--- config.mk ---
export PLATFORM = sky130hd
export DESIGN_NAME = waffle_ctrl
export DESIGN_NICKNAME = d
export VERILOG_FILES = /design/src/rtl/waffle_ctrl.sv
export SDC_FILE = /design/constraint.sdc
export NUM_CORES = 1
export LEC_CHECK = 0
export BUFFER_PORTS_ARGS = -buffer_cell sky130_fd_sc_hd__buf_2
export CAP_MARGIN = 20
export CORE_AREA = 2 2 165 167
export DETAILED_ROUTE_END_ITERATION = 6
export DIE_AREA = 0 0 167 169
export HOLD_SLACK_MARGIN = 0.05
export PLACE_DENSITY_LB_ADDON = 0.15
export SLEW_MARGIN = 5
export SYNTH_ARGS = -nofsm -noshare
export SYNTH_HDL_FRONTEND = slang
export SYNTH_SLANG_ARGS = --single-unit
--- constraint.sdc ---
create_clock -name clk -period 2.1 [get_ports clk]
set_input_delay 0 -clock clk [delete_from_list [all_inputs] [get_ports clk]]
set_output_delay 0 -clock clk [all_outputs]
set_load 0.02 [all_outputs]
--- src/rtl/waffle_ctrl.sv ---
// -----------------------------------------------------------------------------
// waffle_ctrl -- top-level sequencer for the waffle solver.
//
// A job runs in four phases:
//   IDLE : waits for start
//   LOAD : accepts IMG_ROWS*IMG_COLS image words from the host, writes word k
//          to RAM address k (row-major, address = {row, col})
//   RUN  : solver released from reset; both RAM ports belong to the solver
//   HOLD : latched result offered to the host until result_ready is seen
// abort returns to IDLE from any phase and discards any partial work.
//
// Optional feature (macro WAFFLE_CTRL_CYCLE_COUNT_EN):
//   adds output run_cycles, the number of RUN cycles before slv_complete,
//   latched together with result.
//
// Ports:
//   clk, rst                    clock, asynchronous active-high reset
//   start, abort                job control pulses
//   in_valid/in_ready/in_data   host image word stream
//   result_valid/result_ready   result handshake, result = latched MCSS value
//   busy                        high in LOAD, RUN and HOLD
//   ram_addr1/2, ram_wdata1,
//   ram_we1, ram_rdata1/2       shared dual-port RAM (asynchronous read)
//   slv_rst                     solver reset (registered)
//   slv_addr1/2, slv_out_data1,
//   slv_we, slv_complete,
//   slv_result                  solver memory requests and status
//   slv_in_data1/2              RAM read data forwarded to the solver
// -----------------------------------------------------------------------------
module waffle_ctrl #(
  parameter int IMG_ROWS = 2,
  parameter int IMG_COLS = 4
) (
  input  logic        clk,
  input  logic        rst,
  input  logic        start,
  input  logic        abort,
  input  logic        in_valid,
  output logic        in_ready,
  input  logic [31:0] in_data,
  output logic        result_valid,
  input  logic        result_ready,
  output logic [31:0] result,
  output logic        busy,
  output logic [31:0] ram_addr1,
  output logic [31:0] ram_addr2,
  output logic [31:0] ram_wdata1,
  output logic        ram_we1,
  input  logic [31:0] ram_rdata1,
  input  logic [31:0] ram_rdata2,
  output logic        slv_rst,
  input  logic [31:0] slv_addr1,
  input  logic [31:0] slv_addr2,
  input  logic [31:0] slv_out_data1,
  input  logic        slv_we,
  input  logic        slv_complete,
  input  logic [31:0] slv_result,
  output logic [31:0] slv_in_data1,
`ifdef WAFFLE_CTRL_CYCLE_COUNT_EN
  output logic [31:0] run_cycles,
`endif
  output logic [31:0] slv_in_data2
);

  localparam int FRAME_WORDS = IMG_ROWS * IMG_COLS;
  localparam int CNT_W       = $clog2(FRAME_WORDS);
  localparam logic [CNT_W-1:0] LAST_WORD = CNT_W'(FRAME_WORDS - 1);

  typedef enum logic [1:0] {
    IDLE = 2'd0,
    LOAD = 2'd1,
    RUN  = 2'd2,
    HOLD = 2'd3
  } state_t;

  state_t           state_r;
  logic [CNT_W-1:0] count_r;
  logic             in_ready_r;
  logic             busy_r;
  logic             result_valid_r;
  logic             slv_rst_r;
  logic [31:0]      result_r;
  logic             accept_s;

  // in_ready_r is high exactly while in LOAD, so this is a host word handshake.
  assign accept_s = in_valid & in_ready_r;

  // Sequencer: phase, load counter and every registered status output.
  // abort takes priority over every other event in the same cycle.
  always_ff @(posedge clk or posedge rst) begin
    if (rst) begin
      state_r        <= IDLE;
      count_r        <= '0;
      in_ready_r     <= 1'b0;
      busy_r         <= 1'b0;
      result_valid_r <= 1'b0;
      slv_rst_r      <= 1'b1;
      result_r       <= 32'd0;
    end else if (abort) begin
      state_r        <= IDLE;
      count_r        <= '0;
      in_ready_r     <= 1'b0;
      busy_r         <= 1'b0;
      result_valid_r <= 1'b0;
      slv_rst_r      <= 1'b1;
    end else begin
      case (state_r)
        IDLE: begin
          if (start) begin
            state_r    <= LOAD;
            count_r    <= '0;
            in_ready_r <= 1'b1;
            busy_r     <= 1'b1;
          end
        end
        LOAD: begin
          if (accept_s) begin
            if (count_r == LAST_WORD) begin
              // Solver leaves reset on the same edge that enters RUN.
              state_r    <= RUN;
              count_r    <= '0;
              in_ready_r <= 1'b0;
              slv_rst_r  <= 1'b0;
            end else begin
              count_r <= count_r + CNT_W'(1);
            end
          end
        end
        RUN: begin
          if (slv_complete) begin
            state_r        <= HOLD;
            result_r       <= slv_result;
            result_valid_r <= 1'b1;
            slv_rst_r      <= 1'b1;
          end
        end
        HOLD: begin
          if (result_ready) begin
            state_r        <= IDLE;
            result_valid_r <= 1'b0;
            busy_r         <= 1'b0;
          end
        end
        default: begin
          state_r        <= IDLE;
          count_r        <= '0;
          in_ready_r     <= 1'b0;
          busy_r         <= 1'b0;
          result_valid_r <= 1'b0;
          slv_rst_r      <= 1'b1;
        end
      endcase
    end
  end

  // RAM port steering: host writes through port 1 in LOAD, the solver owns
  // both ports in RUN, and everything is parked at zero otherwise.
  always_comb begin
    ram_we1    = 1'b0;
    ram_addr1  = 32'd0;
    ram_addr2  = 32'd0;
    ram_wdata1 = 32'd0;
    case (state_r)
      LOAD: begin
        // An abort in the same cycle cancels the write.
        ram_we1    = accept_s & ~abort;
        ram_addr1  = {{(32 - CNT_W){1'b0}}, count_r};
        ram_wdata1 = in_data;
      end
      RUN: begin
        ram_we1    = slv_we;
        ram_addr1  = slv_addr1;
        ram_addr2  = slv_addr2;
        ram_wdata1 = slv_out_data1;
      end
      default: begin
        ram_we1    = 1'b0;
        ram_addr1  = 32'd0;
        ram_addr2  = 32'd0;
        ram_wdata1 = 32'd0;
      end
    endcase
  end

`ifdef WAFFLE_CTRL_CYCLE_COUNT_EN
  logic [31:0] cyc_cnt_r;
  logic [31:0] run_cycles_r;

  // RUN-cycle counter: zero outside RUN, counts non-complete RUN cycles with
  // saturation, and is latched into run_cycles alongside result.
  always_ff @(posedge clk or posedge rst) begin
    if (rst) begin
      cyc_cnt_r    <= 32'd0;
      run_cycles_r <= 32'd0;
    end else if (state_r != RUN) begin
      cyc_cnt_r <= 32'd0;
    end else if (abort) begin
      cyc_cnt_r <= 32'd0;
    end else if (slv_complete) begin
      run_cycles_r <= cyc_cnt_r;
    end else if (cyc_cnt_r != 32'hFFFF_FFFF) begin
      cyc_cnt_r <= cyc_cnt_r + 32'd1;
    end
  end

  assign run_cycles = run_cycles_r;
`endif

  assign in_ready     = in_ready_r;
  assign busy         = busy_r;
  assign result_valid = result_valid_r;
  assign result       = result_r;
  assign slv_rst      = slv_rst_r;
  assign slv_in_data1 = ram_rdata1;
  assign slv_in_data2 = ram_rdata2;

endmodule
; ---- After elaboration in Yosys (flattened, before gate mapping)
; Cells that the tools add are included.
; W data, S select, Z words.
[totals]
out_inout_bits = 197
word_cells = 61
ff_bits = 41
[op_classes]
addsub = 1
bitwise_logic = 3
n_eq_ne = 9
n_mux = 29
n_reduce_logical = 12
[ops]
columns = operator, count
row1 = $pmux W32 S2, 2
row2 = $mux W32, 1
row3 = $ne A3 B3 Y1 const B, 5
row4 = $mux W2, 6
row5 = $mux W3, 4
row6 = $reduce_and A3 Y1, 4
row7 = $reduce_bool A3 Y1, 4
row8 = $pmux W1 S2, 5
row9 = $mux W1, 9
row10 = $pmux W2 S4, 1
row11 = $reduce_and A4 Y1, 2
row12 = $pmux W3 S2, 1
row13 = $reduce_and A5 Y1, 1
row14 = $eq A2 B2 Y1 const B, 2
row15 = $add A3 B1 Y3 const B, 1
row16 = $eq A3 B3 Y1 const B, 1
row17 = $and A1 B1 Y1, 2
row18 = $eq A2 B1 Y1 const B, 1
row19 = $logic_not A2 Y1, 1
row20 = $not A1 Y1, 1

; ---- Depth between registers and ports, before layout
[logic_depth]
depth_word = 5
ltp_mapped = 7
mapped_depth_nobuf = 5

; ---- Least setup slack after synthesis
; No wires, ideal clock.
[synth_timing]
path_type = reg2reg
start = register count_r[0]
end = register state_r[0]
setup_ps = 125
stages_incl_launch_ff = 6
path_slack_ps = 428
n_path_buf = 0
arrival_ps = 1547
path_cell_list = dfrtp_1 > ha_1 > ha_1 > nand3_2 > a2111oi_4 > mux2_4
[synth_between]
elab_chain_cells = 3
[synth_lines]
columns = element, line
row1 = "start, declared", 77  ; logic [CNT_W-1:0] count_r;
row2 = "start signal, assigned", 125  ; count_r <= count_r + CNT_W'(1);
row3 = $eq A3 B3 Y1, 118  ; if (count_r == LAST_WORD) begin
row4 = $ne A3 B3 Y1 (no source line), -
row5 = $reduce_and A5 Y1 (no source line), -
row6 = "end signal, assigned", 120  ; state_r <= RUN;
row7 = "end signal, assigned", 131  ; state_r <= HOLD;
row8 = "end signal, assigned", 139  ; state_r <= IDLE;
row9 = "end, declared", 76  ; state_t state_r;
; Every way passes these cells.
; A chain may end at the register's enable or synchronous reset.

; ---- Worst setup path in the final report
[layout_timing]
start = register state_r[0]
end = output port ram_wdata1[9]
[layout_between]
elab_chain_cells = 2
elab_cells_between_ends = 3
[layout_lines]
columns = element, line
row1 = "start signal, assigned", 92  ; state_r <= IDLE;
row2 = "start signal, assigned", 100  ; state_r <= IDLE;
row3 = "start signal, assigned", 110  ; state_r <= LOAD;
row4 = $eq A2 B2 Y1 or $eq A2 B1 Y1 (tied branches), 163  ; case (state_r)
row5 = $pmux W32 S2 (*), 163
row6 = "end, declared", 47  ; output logic [31:0] ram_wdata1,
; Every way passes the cells marked *; elsewhere a longest branch is shown, timed or not.

==> summary.txt <==
Status
  – Status: finished, final reports clean

Floorplan
  – Die W: 167 um
  – Io pins: 429
  – Die H: 169 um
  – Total core area: 26,500 um2
  – Die ar.: 28,220 um2
  – Rows: 60
  – Starting Density: 0.1223

Synthesis
  – Compound-cell area share of the yosys netlist: 0.1162
  – Syn nets: 583
  – Area contributors post-synth: dfrtp_1 31%, buf_4 15%, and2_1 12%
  – Post-synthesis adder-cell area fraction: 0.02316
  – Simple-Gate Fraction of Synth Area: 0.2246
  – Largest family of logic cells by synthesized area: simple AND/OR/NAND/NOR gates
  – Post-synth cell types: 30
  – FF+latch count, synth: 41
  – Syn_area_per_cell: 9.397 um2
  – Mapped Area: 3242 um2
  – YS warnings: 0
  – Seq/Total Area, Yosys: 0.3169
  – Gate Count Post-Synth: 345
  – Post-Synth XOR/XNOR Area: 0
  – Post-synthesis mux area share: 0.1316
  – Largest area contributor in the netlist: dfrtp_1
  – Post-synth top area share: 0.3088

Timing
  – Relative slew slack: 0.4206
  – Slew Limit Fails: 0
  – RSZ-0062 raised after global routing: yes
  – Worst-Margin Slew: 0.8637 ns
  – Worst-case clock skew: 0.002706 ns
  – Setup violations, final: 0
  – Clock period minus final worst setup slack: 1.982 ns
  – Final period util: 0.9438
  – Fmax: 504.5 MHz
  – Final Hold Fails: 0

Clocking
  – Clock slew at reported path FFs: 0.06 ns
  – Clock network latency to the later pin of the worst-skew pair: 0.29 ns
  – CTS root buf: clkbuf_16
  – Clock sinks: 41
  – TritonCTS buffer count: 5
  – TritonCTS clock tree: yes
  – H-tree Lvls: 2
  – Post-CTS Setup Inserts: 0
  – Clk buf depth: 2

Power and ir drop
  – Combinational cell fraction of total power: 0.648
  – Total power: 6.215 mW
  – Switching Share: 0.4670
  – Clk pwr share: 0.135
  – Seq pwr share: 0.218
  – Pwr dens: 1061 nW/um2
  – LEAKAGE: 3.039 nW
  – Power Internal: 3.313 mW
  – Maximum vdd ir drop: 449.7 uV
  – Psw: 2.902 mW

Hold path
  – Min-Delay Startpoint: slv_complete
  – Hold Crit Class: in2reg
  – Worst Hold Depth: 3
  – Worst min-delay path endpoint: slv_rst

GRT
  – GR Util All Layers: 0.1157
  – Global route overflow: 0
  – First-pass GRT wire length: 24.14 mm
  – Largest net degree at the start of global routing: 59
  – Vias in the first global route: 3,611
  – Initial antenna violation count: 18

Placement
  – Placed cell area: 4671 um2
  – Placed wire-length estimate: 13.96 mm
  – Input/output buffers: 300
  – GPL Wtd Cong: 0.8270

Worst setup path
  – R2R cell count: 5
  – Crit path launch type: register
  – Crit path capture type: output pin
  – Buf/Inv on CP: 3
  – FF-to-FF setup slack: 0.31 ns
  – R2r startpoint: count_r[0]
  – Largest stage delay, worst path: 0.42 ns
  – Required @ worst endpoint: 2.10 ns
  – Crit Path Max Fanout: 58
  – Worst Setup Path Type: reg2out
  – Slowest cell on crit path: buf_4
  – R2R Path End: state_r[0]
  – Critical path's top delay family: buffers and inverters
  – CP Cell Sequence: inv_1 > ha_2 > buf_4 > a22oi_1 > nor2b_1 > buf_2
  – Critical path arrival: 1.98 ns

Layout
  – Layout cells sized above 1: 0.5296
  – Fin area: 5859 um2
  – Commonest non-fill, non-tap cell in the layout: buf_2
  – Commonest non-fill, non-tap cells in the layout: 300 x buf_2, 101 x dlygate4sd3_1, 61 x and2_1, 41 x nor2b_1, 40 x dfrtp_1
  – P&R area growth vs syn: 80.74%
  – NumNets Final: 913
  – Final core occ: 0.2211

Run
  – Max_cap viols: 0

Routing
  – WL final: 17.27 mm
  – Drt drc: 0
  – 1st-iter DRT viols: 166
  – Routed vias/inst: 3.601
  – Detailed Routing Iterations Pass 1: 4
  – Final antenna-violating net count: 0
  – Wire per inst: 16.85 um
  – Via count: 3,691
power groups by stage:
stage / clock [mW] / sequential [mW] / combinational (mW)
floorplan: 0 / 1.77 / 2.27
CTS: 0.886 / 1.36 / 4.10
global placement: 0 / 1.37 / 3.90
finish: 0.837 / 1.35 / 4.02
detailed placement: 0 / 1.36 / 3.84
global route: 0.919 / 1.40 / 4.35
worst max path at each step:
| stage | startpoint | endpoint | slack (ns) | cells after the start |
|---|---|---|---|---|
| after floorplan | count_r[0] | state_r[0] | 0.43 | 5 |
| after global placement | count_r[0] | state_r[0] | 0.33 | 5 |
| after detailed placement | count_r[0] | state_r[0] | 0.32 | 5 |
| after CTS | state_r[0] | ram_wdata1[9] | 0.06 | 6 |
| after global routing | state_r[0] | ram_wdata1[10] | -0.08 | 6 |
| final | state_r[0] | ram_wdata1[9] | 0.12 | 6 |
sequential cells by signal, indices dropped and copies added (netlist names):
name,count
busy,1
count_r,3
in_ready,1
result,32
result_valid,1
slv_rst,1
state_r,2
routing by layer:
layer / wire length (um) / GRT usage
met3: 2638 / 0.07318
met1: 7395 / 0.1507
met2: 7039 / 0.1626
met4: 143 / 0.01874
met5: 54 / 0
cell type report:
type                       instances  area (um2)
timing repair buffer             410        2592
clock inverter                     1       5.005
tap                              341       426.7
inverter                           7       26.28
clock buffer                       7       152.6
multi-input combinational        210        1609
antenna                            8       20.02
fill                            2991       20640
sequential                        41        1027
worst min-delay path, cell delays in order:
cell	delay [ns]
buf_2	0.13
a211oi_1	0.08
a21oi_1	0.11
cells in the mapped netlist:
master,n
a2111oi_4,1
a211oi_1,1
a21boi_1,1
a21oi_1,3
a22oi_1,35
a32oi_1,2
and2_1,61
and2b_1,1
and2b_4,1
buf_2,11
buf_4,64
clkbuf_1,11
clkbuf_2,1
dfrtp_1,40
dfstp_2,1
ha_1,6
inv_1,6
inv_2,1
mux2_1,1
mux2_2,32
mux2_4,1
mux2i_1,4
nand2_1,8
nand3_2,2
nor2_1,4
nor2b_1,41
nor3b_1,1
o211ai_1,1
o21ai_0,2
o31ai_4,1
timing repair:
| item | in CTS | in global routing |
|---|---|---|
| endpoints found under the setup margin | 0 | 27 |
| hold endpoints to repair | 117 | 0 |
| hold buffers | 101 | 0 |
| resized for setup | 0 | 0 |
cells by family (layout without fill, tap and decap cells):
logic type,after synthesis,count (layout)
AND/OR/NAND/NOR,119,119
buffers and inverters,94,425
AO/OA/AOI/OAI,47,47
flip-flops,41,41
multiplexers,38,38
adder cells (fa/ha/maj),6,6
other,0,8
per-stage QoR:
| step | TNS (ns) | setup slack, ns | hold WS [ns] | instances |
|---|---|---|---|---|
| floorplan | 0 | 0.4278 | 0.1126 | 345 |
| global route | -1.072 | -0.07936 | 0.1180 | 1019 |
| global placement | 0 | 0.3334 | 0.0001367 | 908 |
| detailed placement | 0 | 0.3212 | 0.0001367 | 908 |
| finish | 0 | 0.1180 | 0.07263 | 1025 |
| CTS | 0 | 0.06030 | 0.06632 | 1017 |
Note: power is estimated with default switching activity, not from simulation.
